`src/rtl/mac_stream_driver_if.sv`:
```
// mac_stream_driver_if: beat stream toward the MAC and its result return path
interface mac_stream_driver_if #(
    parameter int WIDTH = 8
);
    logic             mac_vld_o;
    logic [WIDTH-1:0] mac_win_o;
    logic [WIDTH-1:0] mac_din_o;
    logic             mac_vld_i;
    logic [WIDTH-1:0] mac_acc_i;
    modport master (output mac_vld_o, mac_win_o, mac_din_o, input mac_vld_i, mac_acc_i);
    modport slave (input mac_vld_o, mac_win_o, mac_din_o, output mac_vld_i, mac_acc_i);
endinterface

```
`src/rtl/mac_stream_driver.sv`:
```
// mac_stream_driver: streams a K-pair operand buffer into a MAC and captures its result
module mac_stream_driver #(
    parameter int WIDTH   = 8,
    parameter int K       = 9,
    parameter int TIMEOUT = 32
) (
    input  logic                 clk_i,
    input  logic                 rstn,
    input  logic                 wr_en_i,
    input  logic [$clog2(K)-1:0] wr_addr_i,
    input  logic [WIDTH-1:0]     wr_w_i,
    input  logic [WIDTH-1:0]     wr_d_i,
    input  logic                 start_i,
    mac_stream_driver_if.master  mac,
    output logic [WIDTH-1:0]     res_o,
    output logic                 res_vld_o,
    output logic                 busy_o,
    output logic                 err_o
);
    localparam int AW = $clog2(K);
    localparam int TW = $clog2(TIMEOUT + 1);
    localparam logic [AW:0]   KL    = (AW + 1)'(K);
    localparam logic [AW-1:0] LAST  = AW'(K - 1);
    localparam logic [TW-1:0] TLAST = TW'(TIMEOUT - 1);

    typedef enum logic [1:0] {IDLE, STREAM, WAIT} state_t;

    state_t           state, state_n;
    logic [AW-1:0]    cnt, cnt_n, nxt;
    logic [TW-1:0]    tmr, tmr_n;
    logic [WIDTH-1:0] mem_w [K];
    logic [WIDTH-1:0] mem_d [K];
    logic [WIDTH-1:0] win_n, din_n, res_n;
    logic             vld_n, res_vld_n, err_n, wr_ok, hit0;

    assign wr_ok  = state == IDLE && wr_en_i && {1'b0, wr_addr_i} < KL;
    assign hit0   = wr_ok && wr_addr_i == '0;
    assign nxt    = cnt + 1'b1;
    assign busy_o = state != IDLE;

    // operand buffer: only writable while idle, cleared by reset
    always_ff @(posedge clk_i or negedge rstn) begin
        if (!rstn) begin
            for (int i = 0; i < K; i++) begin
                mem_w[i] <= '0;
                mem_d[i] <= '0;
            end
        end else if (wr_ok) begin
            mem_w[wr_addr_i] <= wr_w_i;
            mem_d[wr_addr_i] <= wr_d_i;
        end
    end

    // state, counters and every registered output
    always_ff @(posedge clk_i or negedge rstn) begin
        if (!rstn) begin
            state         <= IDLE;
            cnt           <= '0;
            tmr           <= '0;
            mac.mac_vld_o <= 1'b0;
            mac.mac_win_o <= '0;
            mac.mac_din_o <= '0;
            res_o         <= '0;
            res_vld_o     <= 1'b0;
            err_o         <= 1'b0;
        end else begin
            state         <= state_n;
            cnt           <= cnt_n;
            tmr           <= tmr_n;
            mac.mac_vld_o <= vld_n;
            mac.mac_win_o <= win_n;
            mac.mac_din_o <= din_n;
            res_o         <= res_n;
            res_vld_o     <= res_vld_n;
            err_o         <= err_n;
        end
    end

    // next state and next beat; beat 0 bypasses a same-edge write to entry 0
    always_comb begin
        state_n   = state;
        cnt_n     = cnt;
        tmr_n     = tmr;
        vld_n     = 1'b0;
        win_n     = '0;
        din_n     = '0;
        res_n     = res_o;
        res_vld_n = 1'b0;
        err_n     = 1'b0;
        case (state)
            IDLE: if (start_i) begin
                state_n = STREAM;
                cnt_n   = '0;
                vld_n   = 1'b1;
                win_n   = hit0 ? wr_w_i : mem_w[0];
                din_n   = hit0 ? wr_d_i : mem_d[0];
            end
            STREAM: if (cnt == LAST) begin
                state_n = WAIT;
                tmr_n   = '0;
            end else begin
                cnt_n = nxt;
                vld_n = 1'b1;
                win_n = mem_w[nxt];
                din_n = mem_d[nxt];
            end
            WAIT: if (mac.mac_vld_i) begin
                state_n   = IDLE;
                res_n     = mac.mac_acc_i;
                res_vld_n = 1'b1;
            end else if (tmr == TLAST) begin
                state_n = IDLE;
                err_n   = 1'b1;
            end else begin
                tmr_n = tmr + 1'b1;
            end
            default: state_n = IDLE;
        endcase
    end
endmodule

```
`src/flat_wrapper.sv`:
```
// flat-port wrapper written by rule: the top's interface ports become plain ports
module mac_stream_driver_flat 
#(
    parameter int WIDTH   = 8,
    parameter int K       = 9,
    parameter int TIMEOUT = 32
)
  (clk_i, rstn, wr_en_i, wr_addr_i, wr_w_i, wr_d_i, start_i, res_o, res_vld_o, busy_o, err_o, mac_mac_vld_o, mac_mac_win_o, mac_mac_din_o, mac_mac_vld_i, mac_mac_acc_i);
  mac_stream_driver_if #(.WIDTH(WIDTH)) mac_i ();
  input  logic clk_i;
  input  logic rstn;
  input  logic wr_en_i;
  input  logic [$clog2(K)-1:0] wr_addr_i;
  input  logic [WIDTH-1:0] wr_w_i;
  input  logic [WIDTH-1:0] wr_d_i;
  input  logic start_i;
  output logic [WIDTH-1:0] res_o;
  output logic res_vld_o;
  output logic busy_o;
  output logic err_o;
  output wire logic [$bits(mac_i.mac_vld_o)-1:0] mac_mac_vld_o;
  output wire logic [$bits(mac_i.mac_win_o)-1:0] mac_mac_win_o;
  output wire logic [$bits(mac_i.mac_din_o)-1:0] mac_mac_din_o;
  input wire logic [$bits(mac_i.mac_vld_i)-1:0] mac_mac_vld_i;
  input wire logic [$bits(mac_i.mac_acc_i)-1:0] mac_mac_acc_i;
  assign mac_mac_vld_o = mac_i.mac_vld_o;
  assign mac_mac_win_o = mac_i.mac_win_o;
  assign mac_mac_din_o = mac_i.mac_din_o;
  assign mac_i.mac_vld_i = mac_mac_vld_i;
  assign mac_i.mac_acc_i = mac_mac_acc_i;
  mac_stream_driver #(.WIDTH(WIDTH), .K(K), .TIMEOUT(TIMEOUT)) u_core (.clk_i(clk_i), .rstn(rstn), .wr_en_i(wr_en_i), .wr_addr_i(wr_addr_i), .wr_w_i(wr_w_i), .wr_d_i(wr_d_i), .start_i(start_i), .mac(mac_i), .res_o(res_o), .res_vld_o(res_vld_o), .busy_o(busy_o), .err_o(err_o));
endmodule
```
`config.mk`:
```
export PLATFORM = sky130hd
export DESIGN_NAME = mac_stream_driver_flat
export DESIGN_NICKNAME = d
export VERILOG_FILES = /design/src/rtl/mac_stream_driver_if.sv /design/src/rtl/mac_stream_driver.sv /design/src/flat_wrapper.sv
export SDC_FILE = /design/constraint.sdc
export NUM_CORES = 1
export LEC_CHECK = 0
export BUFFER_PORTS_ARGS = -buffer_cell sky130_fd_sc_hd__buf_2
export CAP_MARGIN = 5
export CORE_MARGIN = 3
export CORE_UTILIZATION = 31
export CTS_CLUSTER_SIZE = 16
export DETAILED_ROUTE_END_ITERATION = 12
export PLACE_DENSITY = 0.58
export SLEW_MARGIN = 20
export SYNTH_ARGS = -nofsm -noshare
export SYNTH_HDL_FRONTEND = slang
export SYNTH_SLANG_ARGS = --single-unit
```
`constraint.sdc`:
```
create_clock -name clk_i -period 3.04 [get_ports clk_i]
set_input_delay 0.912 -clock clk_i [delete_from_list [all_inputs] [get_ports clk_i]]
set_output_delay 0.912 -clock clk_i [all_outputs]
set_load 0.01 [all_outputs]
```
==> results.toml <==
[logic_synthesis]
ys_ff_latch = 183
netlist_top_cells_area = "dfrtp_1 54%, mux2_2 18%, mux2i_1 3.8%"
synth.distinct_cells = 52
ys.flop_type = "dfrtp_1"
ys_seq_area_frac = 0.5368
synth_edf_count = 0
synthArstFlopShare = 1.000
syn-num-nets = 715
syn_inst = 679
syn_avg_cell_area_um2 = 12.56
yosysWarnings = 0
synth.cell_area_um2 = 8531
yosys.area.top_type_share = 0.5368
yosysTopAreaCell = "dfrtp_1"

[timing]
fmax_ghz = 0.3972
finalWorstSetupSlack_ps = 522.3
fin_crit_sh = 0.8282
tns_ps = 0
setup_violations = 0
worstMarginPinSlew_ps = 889.9
holdWs_ps = 440.7
fin_skew_ps = 21.89
final_hold_viol_count = 0
period_needed_ps = 2518
drv_slew = 0
slew_headroom = 0.4067
rsz0062_at_grt = "false"

[flow_run]
cap_violations = 0

[setup_path]
worstPathMaxFanout = 20
rr_startpoint = "u_core.cnt[0]"
cp-end-kind = "flip-flop"
path_class = "reg -> reg"
reg2reg_depth = 6
r2r-end = "u_core.mac.mac_win_o[3]"
regToRegSetupSlack_ps = 520
crit_required_ps = 3410
crit_end = "u_core.mac.mac_win_o[3]"
crit_arrival_ps = 2890
start_kind = "flip-flop"
startpoint = "u_core.cnt[0]"

[placement]
dpl_worst_slack_ps = 216.8
globalplace.congestion = 0.7403
port_buffers = 60
placed_cell_area_um2 = 9393
place_inst = 1061
hpwl_mm = 13.28

[status]
status = "finished, final reports clean"

[cts]
clk_pin_slew_worst_paths_ps = 70
cts_tree = "done"
insertion_delay_ps = 450
h-tree-depth = 4
cts_hold_buf = 0
clock_path_buffers = 2
cts_root_buf = "clkbuf_16"
cts_num_sinks = 183
cts_setup_buffers = 0
numCtsBuffers = 17
cts-resized-gates = 0

[die]
core_area_um2 = 27030
rows = 60
die-area_um2 = 29540
die_h_um = 171.9
dieWidth_um = 171.9
io_pins = 61
start_util = 0.3156

[cells_and_area]
layout-drive-gt1-share = 0.3617
fin_cells = 1093
n_antenna_cell = 0
syn2layout_area_growth_pct = 16.50
postLayoutCellArea_um2 = 9938
fin_nets = 775

[global_route]
antenna_found_initial = 0
grt_pass1_vias = 5714
grt_pass1_wl_mm = 32.91
grt_usage = 0.1448
grt_max_degree = 71
gr-total-overflow = 0

[drt]
first_iter_violations = 292
routedWlPerCell_um = 19.04
wl_mm = 20.82
drt_first_pass_iters = 5
ant_nets = 0
vias = 5688
drc = 0
vias_per_cell = 5.204

[pwr]
ir_drop_v = 0.0004310
p_leak_nw = 4.707
powerDensity_nw_per_um2 = 932.9

[min_path]
hp-class = "in -> async"
[worst min path at each step]
stage | from | end | cells after the start
2_1_floorplan | u_core.mem_d[61] | u_core.mem_d[61] | 1
3_5_place_dp | u_core.mem_d[61] | u_core.mem_d[61] | 1
6_report | rstn | u_core.tmr[3] | 1
3_3_place_gp | u_core.mem_d[63] | u_core.mem_d[63] | 1
4_1_cts | rstn | u_core.tmr[3] | 1
5_1_grt | rstn | u_core.tmr[3] | 1
[report_power, final]
group          total (W)  internal, W  switching, W  leakage, nW
logic            0.00360      0.00167       0.00193         2.04
clock network    0.00209      0.00106       0.00103        0.255
registers        0.00358      0.00319      0.000392         2.42
total            0.00927      0.00593       0.00335         4.71
[kinds of logic (layout without fill, tap and decap cells)]
kind of cell             count (synthesis)  after routing  share of synthesized area
AND/OR/NAND/NOR                        166            166                     0.1217
AO/OA/AOI/OAI                          100            100                    0.08522
adder cells (fa/ha/maj)                  3              3                   0.004401
buffers and inverters                   54            127                    0.02933
multiplexers                           169            169                     0.2184
XOR/XNOR                                 4              4                   0.004108
flip-flops                             183            183                     0.5368
[through the flow]
stage          utilization  total power [W]
5_1_grt             0.3677         0.009906
6_report            0.3677         0.009272
4_1_cts             0.3677         0.009355
2_1_floorplan            -         0.006025
3_5_place_dp        0.3475         0.007253
3_3_place_gp        0.3475         0.007201
[state kept, by name, indices dropped and copies added, names as in the netlist]
signal and flops:
u_core.mac.mac_din_o 8, u_core.tmr 6, u_core.res_o 8, u_core.err_o 1, u_core.mem_w 72, u_core.mem_d 72
u_core.mac.mac_win_o 8, u_core.mac.mac_vld_o 1, u_core.state 2, u_core.res_vld_o 1, u_core.cnt 4
[layout by cell type, fill, tap and decap left out, drive strengths merged, types with 3 or more instances in the layout]
cell,netlist,routed
nand3,20,20
mux2i,32,32
inv,5,11
nor2b,33,33
nand2,29,29
a221o,16,16
a2111oi,32,32
nor2,7,7
o21ai,25,25
clkinv,0,4
and3,33,33
nor4b,4,4
nand3b,3,3
clkbuf,29,18
a21boi,3,3
clkinvlp,0,5
a21oi,17,17
dfrtp,183,183
o31ai,3,3
buf,20,89
ha,3,3
mux2,137,137
nor4,17,17
[cell usage after synthesis, types with 3 or more instances]
master and count:
inv_1 5, nor2b_1 33, nand3_1 19, o21ai_0 25
nor4_1 16, dfrtp_1 183, a21oi_1 17, a221o_1 16
a2111oi_0 32, nor4b_4 3, buf_2 11, clkbuf_1 29
ha_1 3, buf_6 4, nor2_1 7, nand2_1 29
and3_1 33, buf_1 4, mux2_2 135, mux2i_1 32
o31ai_1 3
[worst max-delay path, cell delays in order, from the launching register on]
cell       delay [ps]
dfrtp_4           500
ha_1              310
xnor2_2           640
buf_12            240
a2111oi_0          80
nor4_1            450
a221o_1           220
[metal layers]
layer  vias to the layer above  part of all wire  routed length, um  global-route usage
li1                       2650                 -                  -                   -
met1                      2913              0.50              10350              0.2085
met2                       110              0.45               9392              0.2212
met3                        15             0.037                762             0.02721
met4                         0             0.015                308             0.04582
met5                         -                 0                  0                   0
[layout make-up]
| cell class | instances | area (um^2) |
|---|---|---|
| Tap cell | 341 | 426.7 |
| Fill cell | 2643 | 17090 |
| Timing Repair Buffer | 90 | 634.4 |
| Inverter | 5 | 18.77 |
| Multi-Input combinational cell | 442 | 3730 |
| Clock inverter | 15 | 120.1 |
| Sequential cell | 183 | 4583 |
| Clock buffer | 17 | 425.4 |
(Power assumes the default switching activity.)
